## src/rtl/mem_port_arbiter.sv

```systemverilog
// Arbitrates one external memory port between instruction fetch and load/store.
// Data has priority, bounded by a streak limit so fetch always makes progress.
module mem_port_arbiter #(
    parameter int unsigned ADDR_W       = 32,
    parameter int unsigned DATA_W       = 32,
    parameter int unsigned WAIT_CYCLES  = 2,
    parameter int unsigned MAX_D_STREAK = 3
) (
    input  logic              CLK,
    input  logic              reset,
    input  logic              f_req,
    input  logic [ADDR_W-1:0] f_addr,
    output logic [DATA_W-1:0] f_rdata,
    output logic              f_ack,
    input  logic              d_req,
    input  logic              d_we,
    input  logic [ADDR_W-1:0] d_addr,
    input  logic [DATA_W-1:0] d_wdata,
    output logic [DATA_W-1:0] d_rdata,
    output logic              d_ack,
    output logic              m_cs,
    output logic              m_we,
    output logic [ADDR_W-1:0] m_addr,
    output logic [DATA_W-1:0] m_wdata,
    input  logic [DATA_W-1:0] m_rdata,
    output logic              busy,
    output logic              owner
);

    typedef enum logic [1:0] {
        IDLE   = 2'd0,
        ACCESS = 2'd1,
        ACK    = 2'd2
    } state_t;

    localparam logic [3:0] WAIT_INIT  = 4'(WAIT_CYCLES);
    localparam logic [3:0] STREAK_MAX = 4'(MAX_D_STREAK);

    state_t            state;
    state_t            state_nxt;
    logic [3:0]        wait_cnt;
    logic [3:0]        streak;
    logic [ADDR_W-1:0] lat_addr;
    logic [DATA_W-1:0] lat_wdata;
    logic              lat_we;
    logic              grant_d;
    logic              start;

    // NOTE: every always_comb output gets a default first so no path can infer a latch.
    always_comb begin
        state_nxt = state;
        grant_d   = d_req && !(f_req && (streak == STREAK_MAX));
        start     = 1'b0;
        case (state)
            IDLE: begin
                if (f_req || d_req) begin
                    start     = 1'b1;
                    state_nxt = ACCESS;
                end
            end
            ACCESS: begin
                if (wait_cnt == 4'd0) begin
                    state_nxt = ACK;
                end
            end
            ACK:     state_nxt = IDLE;
            default: state_nxt = IDLE;
        endcase
    end

    // NOTE: sequential state uses non-blocking assignments only, so every register
    // sees pre-edge values of the others.
    always_ff @(posedge CLK or negedge reset) begin
        if (!reset) begin
            state     <= IDLE;
            wait_cnt  <= 4'd0;
            streak    <= 4'd0;
            lat_addr  <= '0;
            lat_wdata <= '0;
            lat_we    <= 1'b0;
            owner     <= 1'b0;
            f_rdata   <= '0;
            d_rdata   <= '0;
        end else begin
            state <= state_nxt;
            if (start) begin
                owner    <= grant_d;
                wait_cnt <= WAIT_INIT;
                lat_addr <= grant_d ? d_addr : f_addr;
                lat_we   <= grant_d && d_we;
                if (grant_d) begin
                    lat_wdata <= d_wdata;
                end
                // Streak counts only data grants that made a waiting fetch wait longer.
                if (grant_d && f_req) begin
                    if (streak != STREAK_MAX) begin
                        streak <= streak + 4'd1;
                    end
                end else begin
                    streak <= 4'd0;
                end
            end
            if (state == ACCESS) begin
                if (wait_cnt != 4'd0) begin
                    wait_cnt <= wait_cnt - 4'd1;
                end else if (!owner) begin
                    f_rdata <= m_rdata;
                end else if (!lat_we) begin
                    d_rdata <= m_rdata;
                end
            end
        end
    end

    assign m_cs    = (state == ACCESS);
    assign m_we    = m_cs && lat_we;
    assign m_addr  = lat_addr;
    assign m_wdata = lat_wdata;
    assign f_ack   = (state == ACK) && !owner;
    assign d_ack   = (state == ACK) && owner;
    assign busy    = (state != IDLE);

endmodule

```

## config.mk

```make
export PLATFORM = sky130hd
export DESIGN_NAME = mem_port_arbiter
export DESIGN_NICKNAME = d
export VERILOG_FILES = /design/src/rtl/mem_port_arbiter.sv
export SDC_FILE = /design/constraint.sdc
export NUM_CORES = 1
export LEC_CHECK = 0
export ABC_CLOCK_PERIOD_IN_PS = 2000
export CAP_MARGIN = 40
export CORE_MARGIN = 2
export CORE_UTILIZATION = 39
export CTS_BUF_LIST = sky130_fd_sc_hd__clkbuf_4
export CTS_CLUSTER_DIAMETER = 200
export DETAILED_ROUTE_END_ITERATION = 8
export HOLD_SLACK_MARGIN = 0.02
export PLACE_DENSITY = 0.91
export REMOVE_ABC_BUFFERS = 1
export SLEW_MARGIN = 20
export SYNTH_ARGS = -nofsm -noshare
export SYNTH_HDL_FRONTEND = slang
export SYNTH_SLANG_ARGS = --single-unit
```

## constraint.sdc

```tcl
create_clock -name CLK -period 2 [get_ports CLK]
set_input_delay 0.4 -clock CLK [delete_from_list [all_inputs] [get_ports CLK]]
set_output_delay 0.4 -clock CLK [all_outputs]
set_load 0.03 [all_outputs]
```

==> impl_metrics.xml <==
<?xml version="1.0" encoding="UTF-8"?>
<metrics>
  <group name="setup_path">
    <metric name="r2r_slack" unit="ps">70</metric>
    <metric name="criticalPathCategory" unit="">reg2reg</metric>
    <metric name="critPathTopFamily" unit="">simple AND/OR/NAND/NOR gates</metric>
    <metric name="timing.critical_path.slowest_cell_delay" unit="ps">420</metric>
    <metric name="list_of_cells_traversed_by_the_critical_path" unit="">inv_1 &gt; ha_1 &gt; or3b_4 &gt; nor3_4 &gt; buf_12 &gt; mux2_2</metric>
    <metric name="worstReg2RegEnd" unit="">f_rdata[11]$_DFFE_PN0P_</metric>
    <metric name="reg2reg_from" unit="">wait_cnt[1]$_DFF_PN0_</metric>
    <metric name="timing.critical_path.from_type" unit="">flip-flop</metric>
    <metric name="timing.critical_path.to_type" unit="">flip-flop</metric>
    <metric name="crit_path_top_delay_cell" unit="">sky130_fd_sc_hd__or3b_4</metric>
    <metric name="worst_ep_required_time" unit="ps">2420</metric>
    <metric name="crit_buf_inv" unit="">2</metric>
    <metric name="rr_worst_depth" unit="">6</metric>
    <metric name="critPathMaxFanout" unit="">31</metric>
    <metric name="worstPathArrival" unit="ps">2360</metric>
  </group>
  <group name="final_layout">
    <metric name="antennaDiodeCount" unit="">0</metric>
    <metric name="layout.cells.most_common" unit="">sky130_fd_sc_hd__dfrtp_1</metric>
    <metric name="n_fill_cell" unit="">1181</metric>
    <metric name="fin_cells" unit="">923</metric>
    <metric name="most-common-layout-cells" unit="">sky130_fd_sc_hd__dfrtp_1, sky130_fd_sc_hd__clkdlybuf4s50_1, sky130_fd_sc_hd__dlygate4sd2_1</metric>
    <metric name="final_area" unit="sq mm">0.00896</metric>
    <metric name="flow.area_growth_from_synthesis" unit="%">56.0</metric>
    <metric name="post_route_cells_drive_above_1_share" unit="%">22.1</metric>
    <metric name="post_layout_net_count" unit="">862</metric>
  </group>
  <group name="routing">
    <metric name="routed-via-count" unit="">4555</metric>
    <metric name="drt_iter0_markers" unit="">282</metric>
    <metric name="drtPass1Iterations" unit="">4</metric>
    <metric name="routed_wire_length_per_instance" unit="um">16.9</metric>
    <metric name="vias_per_cell" unit="">4.93</metric>
    <metric name="route.detailed.drc" unit="">0</metric>
    <metric name="postRouteWirelength" unit="um">15600</metric>
    <metric name="postRouteAntennaNets" unit="">0</metric>
  </group>
  <group name="power">
    <metric name="cellInternalPower" unit="W">0.00877</metric>
    <metric name="swShare" unit="%">43.7</metric>
    <metric name="share_of_power_burned_in_registers" unit="%">32.4</metric>
    <metric name="power-per-cell-area" unit="mW/mm^2">1740</metric>
    <metric name="power.share.combinational" unit="%">54.4</metric>
    <metric name="power_leakage" unit="nW">4.12</metric>
    <metric name="power.switching" unit="W">0.00681</metric>
    <metric name="power.ir.vdd_worst" unit="V">0.00102</metric>
    <metric name="pwr-share-clk" unit="%">13.2</metric>
  </group>
  <group name="job">
    <metric name="maxCapViolCount" unit="">0</metric>
  </group>
  <group name="clock_network">
    <metric name="clock_insertion_delay_worst_skew" unit="ps">540</metric>
    <metric name="tritoncts_num_sinks" unit="">140</metric>
    <metric name="ctsRootBufferMaster" unit="">sky130_fd_sc_hd__clkbuf_4</metric>
    <metric name="cts-htree-levels" unit="">4</metric>
    <metric name="numCtsBuffers" unit="">17</metric>
    <metric name="cts_buffer_depth" unit="">2</metric>
    <metric name="clk_transition_reported_paths" unit="ps">130</metric>
    <metric name="tritoncts" unit="">done</metric>
  </group>
  <group name="floorplanning">
    <metric name="die_x" unit="um">125</metric>
    <metric name="io_pins" unit="">267</metric>
    <metric name="core" unit="sq mm">0.0145</metric>
    <metric name="die_h" unit="um">125</metric>
    <metric name="placement_rows" unit="">44</metric>
    <metric name="floorplan.initialDensity" unit="%">39.7</metric>
    <metric name="floorplan.die_area" unit="sq mm">0.0157</metric>
  </group>
  <group name="synth">
    <metric name="yosys_cell_types" unit="">35</metric>
    <metric name="yosys.area.top_type_share" unit="%">61.0</metric>
    <metric name="synth-edff-count" unit="">0</metric>
    <metric name="post_synth_inst_count" unit="">441</metric>
    <metric name="synth_flop_cell" unit="">sky130_fd_sc_hd__dfrtp_1</metric>
    <metric name="post_synthesis_instance_area" unit="sq mm">0.00574</metric>
    <metric name="synth_seq_area_share" unit="%">61.0</metric>
    <metric name="ys_ff_latch" unit="">140</metric>
    <metric name="area_contributors_post_synth" unit="">sky130_fd_sc_hd__dfrtp_1, sky130_fd_sc_hd__mux2_2, sky130_fd_sc_hd__mux2_4</metric>
    <metric name="synthesis.area_per_instance" unit="sq um">13.0</metric>
    <metric name="yosysTopAreaCell" unit="">sky130_fd_sc_hd__dfrtp_1</metric>
    <metric name="postSynth.asyncResetShare" unit="%">100</metric>
    <metric name="ys.warnings.count" unit="">0</metric>
  </group>
  <group name="placement">
    <metric name="placement.cell_area" unit="sq mm">0.00877</metric>
    <metric name="numPlacedInstances" unit="">889</metric>
    <metric name="gp_congestion" unit="">0.808</metric>
    <metric name="placement.io_buffers" unit="">266</metric>
    <metric name="dp.final_hpwl" unit="um">11600</metric>
  </group>
  <group name="sta">
    <metric name="timing.final.crit_share" unit="%">96.7</metric>
    <metric name="worst_slew_pin_slew" unit="ps">445</metric>
    <metric name="fin_crit" unit="ps">1930</metric>
    <metric name="rsz0062_at_grt" unit="">yes</metric>
    <metric name="final-hold-violation-count" unit="">0</metric>
    <metric name="slew_viol_final" unit="">0</metric>
    <metric name="clock.fmax" unit="GHz">0.517</metric>
    <metric name="clock-skew-final" unit="ps">12.4</metric>
    <metric name="setup-violations-final" unit="">0</metric>
    <metric name="slew_headroom" unit="%">70.3</metric>
  </group>
  <group name="global_route">
    <metric name="grt_first_pass_wirelength" unit="um">24900</metric>
    <metric name="initial_antenna_violation_count" unit="">0</metric>
    <metric name="via_count_of_the_first_global_routing_pass" unit="">4894</metric>
    <metric name="grt.total_usage" unit="%">20.1</metric>
    <metric name="grt-ovfl-total" unit="">0</metric>
    <metric name="largest_net_degree_at_the_start_of_global_routing" unit="">45</metric>
  </group>
  <group name="worst_hold_path">
    <metric name="path_category_of_the_worst_min_delay_check" unit="">in2async</metric>
  </group>
  <group name="status">
    <metric name="outcome" unit="">complete, no violations</metric>
  </group>
</metrics>
[layer usage]
layer / up-vias / track usage, % / part of all wire [%]
met3: 26 / 6.80 / 7.1
met5: - / 0 / 0
met4: 0 / 8.30 / 2.4
met2: 186 / 35.8 / 53
met1: 2230 / 21.8 / 37
li1: 2113 / - / -
[flip-flops by register name (all words and copies together), names as in the netlist]
signal,count
lat_we,1
streak,4
owner,1
state,2
m_addr,32
d_rdata,32
wait_cnt,4
f_rdata,32
m_wdata,32
[logic make-up after synthesis]
group,Yosys count,synth area share (%)
compound gates,80,7.34
fa+ha+maj,2,0.436
buf+inv,27,2.57
flops,140,61.0
mux,96,20.8
simple gates,96,7.89
[power groups by stage]
stage | registers, W | logic, W | clock network (W)
global route | 0.00523 | 0.00895 | 0.00227
floorplan | 0.00774 | 0.00264 | 0
finish | 0.00505 | 0.00848 | 0.00206
global placement | 0.00507 | 0.00923 | 0
CTS | 0.00505 | 0.00854 | 0.00214
detailed placement | 0.00515 | 0.00944 | 0
[synthesized netlist by cell type (2+ instances only)]
master and n:
sky130_fd_sc_hd__a32o_1 3, sky130_fd_sc_hd__buf_1 3, sky130_fd_sc_hd__mux2_2 63, sky130_fd_sc_hd__nand2_1 42, sky130_fd_sc_hd__inv_1 4, sky130_fd_sc_hd__mux2_1 3
sky130_fd_sc_hd__ha_1 2, sky130_fd_sc_hd__and2_1 2, sky130_fd_sc_hd__buf_6 3, sky130_fd_sc_hd__dfrtp_1 140, sky130_fd_sc_hd__nand2b_1 4, sky130_fd_sc_hd__o21ai_0 7
sky130_fd_sc_hd__nor2_1 34, sky130_fd_sc_hd__clkbuf_1 10, sky130_fd_sc_hd__buf_4 6, sky130_fd_sc_hd__nand3_1 2, sky130_fd_sc_hd__a21oi_1 66, sky130_fd_sc_hd__mux2_4 30
[how the worst max path moves through the flow]
| stage | start | end | slack (ps) | cells after the start |
|---|---|---|---|---|
| finish | wait_cnt[1]$_DFF_PN0_ | f_rdata[11]$_DFFE_PN0P_ | 70 | 6 |
| global route | wait_cnt[0]$_DFF_PN0_ | f_rdata[17]$_DFFE_PN0P_ | -10 | 6 |
| CTS | state[0]$_DFFE_PN0P_ | f_ack | 9 | 2 |
| detailed placement | f_req | m_wdata[6]$_DFFE_PN0P_ | -50 | 6 |
| global placement | f_req | m_wdata[15]$_DFFE_PN0P_ | 20 | 6 |
| floorplan | streak[0]$_DFFE_PN0P_ | m_wdata[28]$_DFFE_PN0P_ | -550 | 5 |
[stage by stage]
stage                     TNS (ps)  setup slack (ps)  util [%]  power, W  hold WS [ps]
final                            0              66.3      61.9    0.0156           328
after global routing         -97.0             -11.4      61.9    0.0164           310
after CTS                        0              9.25      61.9    0.0157           296
after detailed placement      -933             -50.4      60.6    0.0146           355
after global placement           0              24.3      60.6    0.0143           351
after floorplan             -38670              -551         -    0.0104           104
[repair_timing]
| action | CTS | global route |
|---|---|---|
| hold buffers | 1 | 0 |
| hold endpoints to repair | 40 | 0 |
| setup buffers | 1 | 1 |
| endpoints found under the setup margin | 134 | 43 |
| resized for setup | 143 | 9 |
[cell type report]
| type | count | area [sq um] | area share (%) |
|---|---|---|---|
| well taps | 184 | 230 | 2.57 |
| multi-input cells | 274 | 2120 | 23.6 |
| inverters | 4 | 17.5 | 0.195 |
| flip-flops and latches | 140 | 3500 | 39.1 |
| clock buffers | 21 | 158 | 1.76 |
| repair buffers | 290 | 2770 | 30.9 |
| clock inverters | 10 | 166 | 1.86 |
No activity file was read; power rests on OpenSTA's default activity.
